File: src/rtl/dmem_pkg.sv
// Shared types and sizes for the block data memory: FSM states, the latched
// request record and the array geometry.
package dmem_pkg;

  localparam int BLOCK_W = 32;
  localparam int ADDR_W  = 6;
  localparam int DEPTH   = 64;
  localparam int CNT_W   = 4;   // holds LATENCY-1 for LATENCY up to 15
  localparam int ACC_W   = 16;

  typedef enum logic [1:0] {
    IDLE,
    BUSY,
    DONE
  } state_t;

  typedef enum logic {
    OP_READ,
    OP_WRITE
  } op_t;

  typedef struct packed {
    op_t               op;
    logic [ADDR_W-1:0] addr;
    logic [BLOCK_W-1:0] data;
  } req_t;

  function automatic logic [ACC_W-1:0] sat_inc(input logic [ACC_W-1:0] v);
    return (v == {ACC_W{1'b1}}) ? v : v + 1'b1;
  endfunction

endpackage

File: src/rtl/dmem_array.sv
// 64 x 32 block storage: synchronous write, enabled registered read port,
// asynchronous clear of every block and of the read register.
module dmem_array
  import dmem_pkg::*;
(
  input  logic               clock,
  input  logic               reset,
  input  logic               we,
  input  logic               re,
  input  logic [ADDR_W-1:0]  addr,
  input  logic [BLOCK_W-1:0] wdata,
  output logic [BLOCK_W-1:0] rdata
);

  logic [BLOCK_W-1:0] mem [DEPTH];

  // NOTE: the storage is reset on purpose so every block reads back zero after
  // reset; this keeps it out of block RAM, which cannot be cleared in one cycle.
  always_ff @(posedge clock or negedge reset) begin
    if (!reset) begin
      for (int i = 0; i < DEPTH; i++) mem[i] <= '0;
      rdata <= '0;
    end else begin
      if (we) mem[addr] <= wdata;
      if (re) rdata <= mem[addr];
    end
  end

endmodule

File: src/rtl/block_data_memory.sv
// Multi-cycle block data memory with IDLE/BUSY/DONE handshake. Defining
// DMEM_ACCESS_COUNT_EN adds saturating read_count/write_count outputs.
module block_data_memory
  import dmem_pkg::*;
#(
  parameter int LATENCY = 5
) (
  input  logic               clock,
  input  logic               reset,
  input  logic               mem_read,
  input  logic               mem_write,
  input  logic [ADDR_W-1:0]  mem_address,
  input  logic [BLOCK_W-1:0] mem_writedata,
  output logic [BLOCK_W-1:0] mem_readdata,
  output logic               mem_busywait
`ifdef DMEM_ACCESS_COUNT_EN
  ,
  output logic [ACC_W-1:0]   read_count,
  output logic [ACC_W-1:0]   write_count
`endif
);

  localparam logic [CNT_W-1:0] CNT_INIT = CNT_W'(LATENCY - 1);

  state_t            state_q, state_d;
  logic [CNT_W-1:0]  cnt_q;
  req_t              req_q;
  logic              request;
  logic              access;
  logic              arr_we, arr_re;

  assign request = mem_read | mem_write;

  // NOTE: state registers use non-blocking assignments so every flop samples
  // the pre-edge values, independent of the order the simulator runs blocks.
  always_ff @(posedge clock or negedge reset) begin
    if (!reset) begin
      state_q <= IDLE;
      cnt_q   <= '0;
      req_q   <= '0;
    end else begin
      state_q <= state_d;
      if (state_q == IDLE && request) begin
        // A simultaneous read and write is treated as a write only.
        req_q.op   <= mem_write ? OP_WRITE : OP_READ;
        req_q.addr <= mem_address;
        req_q.data <= mem_writedata;
        cnt_q      <= CNT_INIT;
      end else if (state_q == BUSY && cnt_q != '0) begin
        cnt_q <= cnt_q - 1'b1;
      end
    end
  end

  // NOTE: every output of this block gets a default first, so no path leaves a
  // signal unassigned and no latch is inferred.
  always_comb begin
    state_d      = state_q;
    mem_busywait = 1'b0;
    access       = 1'b0;
    unique case (state_q)
      IDLE: begin
        mem_busywait = request;
        if (request) state_d = BUSY;
      end
      BUSY: begin
        mem_busywait = 1'b1;
        if (cnt_q == '0) begin
          access  = 1'b1;
          state_d = DONE;
        end
      end
      DONE:    state_d = IDLE;
      default: state_d = IDLE;
    endcase
  end

  assign arr_we = access && (req_q.op == OP_WRITE);
  assign arr_re = access && (req_q.op == OP_READ);

  dmem_array u_array (
    .clock (clock),
    .reset (reset),
    .we    (arr_we),
    .re    (arr_re),
    .addr  (req_q.addr),
    .wdata (req_q.data),
    .rdata (mem_readdata)
  );

`ifdef DMEM_ACCESS_COUNT_EN
  always_ff @(posedge clock or negedge reset) begin
    if (!reset) begin
      read_count  <= '0;
      write_count <= '0;
    end else begin
      if (arr_re) read_count  <= sat_inc(read_count);
      if (arr_we) write_count <= sat_inc(write_count);
    end
  end
`endif

endmodule

File: config.mk
export PLATFORM = sky130hd
export DESIGN_NAME = block_data_memory
export DESIGN_NICKNAME = d
export VERILOG_FILES = /design/src/rtl/dmem_pkg.sv /design/src/rtl/dmem_array.sv /design/src/rtl/block_data_memory.sv
export SDC_FILE = /design/constraint.sdc
export NUM_CORES = 2
export LEC_CHECK = 0
export CAP_MARGIN = 20
export CELL_PAD_IN_SITES_DETAIL_PLACEMENT = 1
export CELL_PAD_IN_SITES_GLOBAL_PLACEMENT = 1
export CORE_ASPECT_RATIO = 1.2
export CORE_MARGIN = 3
export CORE_UTILIZATION = 55
export CTS_BUF_LIST = sky130_fd_sc_hd__clkbuf_8
export DETAILED_ROUTE_END_ITERATION = 12
export PLACE_DENSITY = 0.78
export SLEW_MARGIN = 30
export SYNTH_ARGS = -nofsm -noshare
export SYNTH_HDL_FRONTEND = slang
export SYNTH_SLANG_ARGS = --single-unit
File: constraint.sdc
create_clock -name clock -period 4.04 [get_ports clock]
set_clock_uncertainty 0.2 [all_clocks]
set_input_delay 0.606 -clock clock [delete_from_list [all_inputs] [get_ports clock]]
set_output_delay 0.606 -clock clock [all_outputs]
set_load 0.1 [all_outputs]
==> impl_results.md <==
- Clock Latency Late Sink: 1110 ps
- Die area: 179000 sq um
- Syn-to-layout area delta: 13.3%
- Starting density of the core: 55.4%
- Final Critical Period: 3660 ps
- GRT overflow: 0
- Aggregate global-route resource usage: 38.8%
- Total CTS buffers: 358
- Hold Crit Depth: 2
- # port buffers: 74
- Worst Path Required: 4800 ps
- Post-synthesis sequential area ratio: 55.5%
- Die height: 463 um
- Initial antenna violation count: 17
- Fmax: 274 MHz
- Synthesized instance count: 6731
- HPWL Detailed: 214000 um
- Max transition margin: 31.5%
- Cell variety after synth: 65
- Power per cell area: 652 nW/um^2
- Yosys reg bits: 2125
- Ys async rst share: 100%
- Sequential cell area: 53200 sq um
- Switching part of the total: 40.3%
- Net load switching power: 28.5 mW
- Number of fill cells: 15800
- Post-CTS Resized: 0
- Static Leak: 52.5 nW
- Sequential Power Share: 39.7%
- Pre-antenna DRT Iters: 6
- Met3 wire len: 31900 um
- Clock transition at the registers of the reported paths: 70 ps
- # DRC: 0
- Worst vdd ir: 0.818 mV
- Vias per cell: 6.93
- CTS tree: yes
- Dominant cell type by area after synthesis: dfrtp_1
- 1st-iter DRT viols: 6596
- Reg2reg path depth: 6
- Max Used Layer: met5
- Most common cell in the netlist: dfrtp_1
- Critical Path End Type: register
- CTS Hold Bufs: 40
- Crit Path Category: reg2reg
- Largest net degree at the start of global routing: 156
- Routed wl met2: 162000 um
- Top cells by count, synth: dfrtp_1 (2125), mux2_2 (2009), mux2i_1 (360)
- Setup ws final: 385 ps
- Worst Hold End: req_q[38]
- TNS Setup: 0 ps
- Layout cells sized above 1: 44.6%
- Gp weighted congestion: 0.877
- Fin crit share: 90.5%
- Origin of the worst min-delay path: mem_write
- YS warnings: 0
- Post-synth EDFFs: 0
- Max H-tree Level: 5
- Area of the core: 173000 sq um
- Worst slew pin tran: 1020 ps
- Std-Cell Rows: 167
- CP Launch Type: register
- Max Root-Sink Buffers: 4
- Power share of the clock group: 26.2%
- Detailed Route WL: 350000 um
- Worst Path Arrival: 4420 ps
- # IOs: 75
- Slew Limit Fails: 0
- Vias in the first global route: 71300
- Hold Vio Cnt, Final: 0
- Yosys top cell area share: 55.5%
- Drt wl/cell: 36.9 um
- Multi-input logic area: 39900 sq um
- Post-synthesis instance area: 95900 sq um
- RSZ-0062 raised after global routing: no
- Outcome: complete, no violations
- Fin nets: 6981
- Reg2reg end: u_array.rdata[8]
- Post-CTS Setup Repair Bufs: 0
- First-pass GRT wire length: 506000 um
- Max_cap viols: 0
- M1 WL: 130000 um
- Reg2reg start: req_q[33]
- Logic gate share of total power: 34.1%
- Syn nets: 6774
- Die Wd: 387 um
- CTS root buf: clkbuf_8
- ANT nets after route: 0
- Peak fanout along the critical path: 27
- Pre-CTS setup slack: 565 ps
- Routed vias: 65700
- Ranking of synthesized cells by area: dfrtp_1 (55%), mux2_2 (24%), mux4_2 (3.9%)
- Sink Count: 2125
- Hold crit path type: in2reg
- Flop-to-flop setup slack: 380 ps
- Final Setup Violations: 0
- WHS: 122 ps
- Most common flop cell mapped by yosys: dfrtp_1
- Mean post-synth cell area: 14.2 sq um
- P_int: 42.3 mW
logic make-up after synthesis:
family | count (synthesis) | synth area share, %
xor gates and xnor gates | 2 | 0.0183
DFF | 2125 | 55.5
AOI/OAI and AO/OA | 859 | 6.48
muxes | 2652 | 32.6
buffers and inverters | 703 | 3.48
adders and majority gates | 1 | 0.0131
and+or+nand+nor | 389 | 1.90
critical path, cell delays in order (launching register included):
cell	delay (ps)
dfrtp_4	810
buf_4	590
buf_4	420
mux4_2	360
o211ai_1	260
o21ai_0	330
o32a_1	430
registers in the layout (all words and copies together) (netlist names):
| signal | flops |
|---|---|
| u_array.mem | 2048 |
| cnt_q | 4 |
| state_q | 2 |
| req_q | 39 |
| u_array.rdata | 32 |
cell usage in the layout, fill, tap and decap left out, types with 11 or more instances in the layout:
master,Yosys,final
nor2_1,171,110
o2111ai_1,13,13
mux2_2,2009,2009
a31oi_1,25,25
o32a_1,25,25
nand2_1,72,72
dfrtp_4,0,12
a211oi_1,20,20
dfrtp_1,2125,2098
buf_12,0,115
clkbuf_8,0,432
buf_4,63,317
o22a_1,14,14
mux4_2,166,166
nand3_1,48,48
a21oi_1,96,96
dlygate4sd3_1,0,39
o211ai_1,11,11
mux2i_1,360,360
o21ai_0,114,114
mux2_1,117,117
o22ai_1,95,95
a221oi_1,190,190
nor3_1,18,17
a22o_1,18,18
clkinv_2,0,24
diode_2,0,20
inv_1,2,133
and3_1,11,11
dfrtp_2,0,15
a22oi_1,172,172
clkdlybuf4s50_1,0,69
nor2_4,8,69
o221ai_1,12,12
power by group through the flow:
stage	clock network [mW]	logic [mW]	registers [mW]
global placement	0	22.7	27.9
finish	18.6	24.2	28.1
detailed placement	0	23.3	28.2
floorplan	0	13.5	26.9
global route	19.9	24.7	28.4
CTS	18.7	23.6	27.9
per-stage QoR:
step | instance area, sq um | power [mW] | utilization (%) | instances
final | 109000 | 70.9 | 62.8 | 9478
after global routing | 109000 | 73.0 | 62.8 | 9463
after CTS | 109000 | 70.2 | 62.8 | 9458
after detailed placement | 101000 | 51.6 | 58.6 | 8819
after global placement | 101000 | 50.6 | 58.6 | 8817
after floorplan | 95900 | 40.4 | - | 6731
worst max-delay path by stage:
| stage | start | end | slack, ps | depth (start not counted) |
|---|---|---|---|---|
| 2_1_floorplan | mem_write | mem_busywait | 1340 | 2 |
| 3_3_place_gp | req_q[33] | u_array.rdata[15] | 620 | 9 |
| 3_5_place_dp | cnt_q[0] | u_array.mem[1223] | 570 | 9 |
| 4_1_cts | u_array.rdata[16] | mem_readdata[16] | 390 | 1 |
| 5_1_grt | u_array.rdata[16] | mem_readdata[16] | 390 | 1 |
| 6_report | req_q[33] | u_array.rdata[8] | 380 | 6 |
layout make-up:
cell class / count / share of cell area (%)
flip-flops and latches: 2125 / 49.0
multi-input cells: 3903 / 36.7
clock buffers: 432 / 5.47
repair buffers: 546 / 5.39
well taps: 2281 / 2.63
clock inverters: 167 / 0.711
diodes: 20 / 0.0461
inverters: 4 / 0.0184
per-layer routing:
metal	track usage, %	vias to the layer above
li1	-	25300
met1	47.6	35600
met2	60.0	3536
met3	10.7	1235
met4	26.3	6
met5	0.749	-
(Power assumes the default switching activity.)
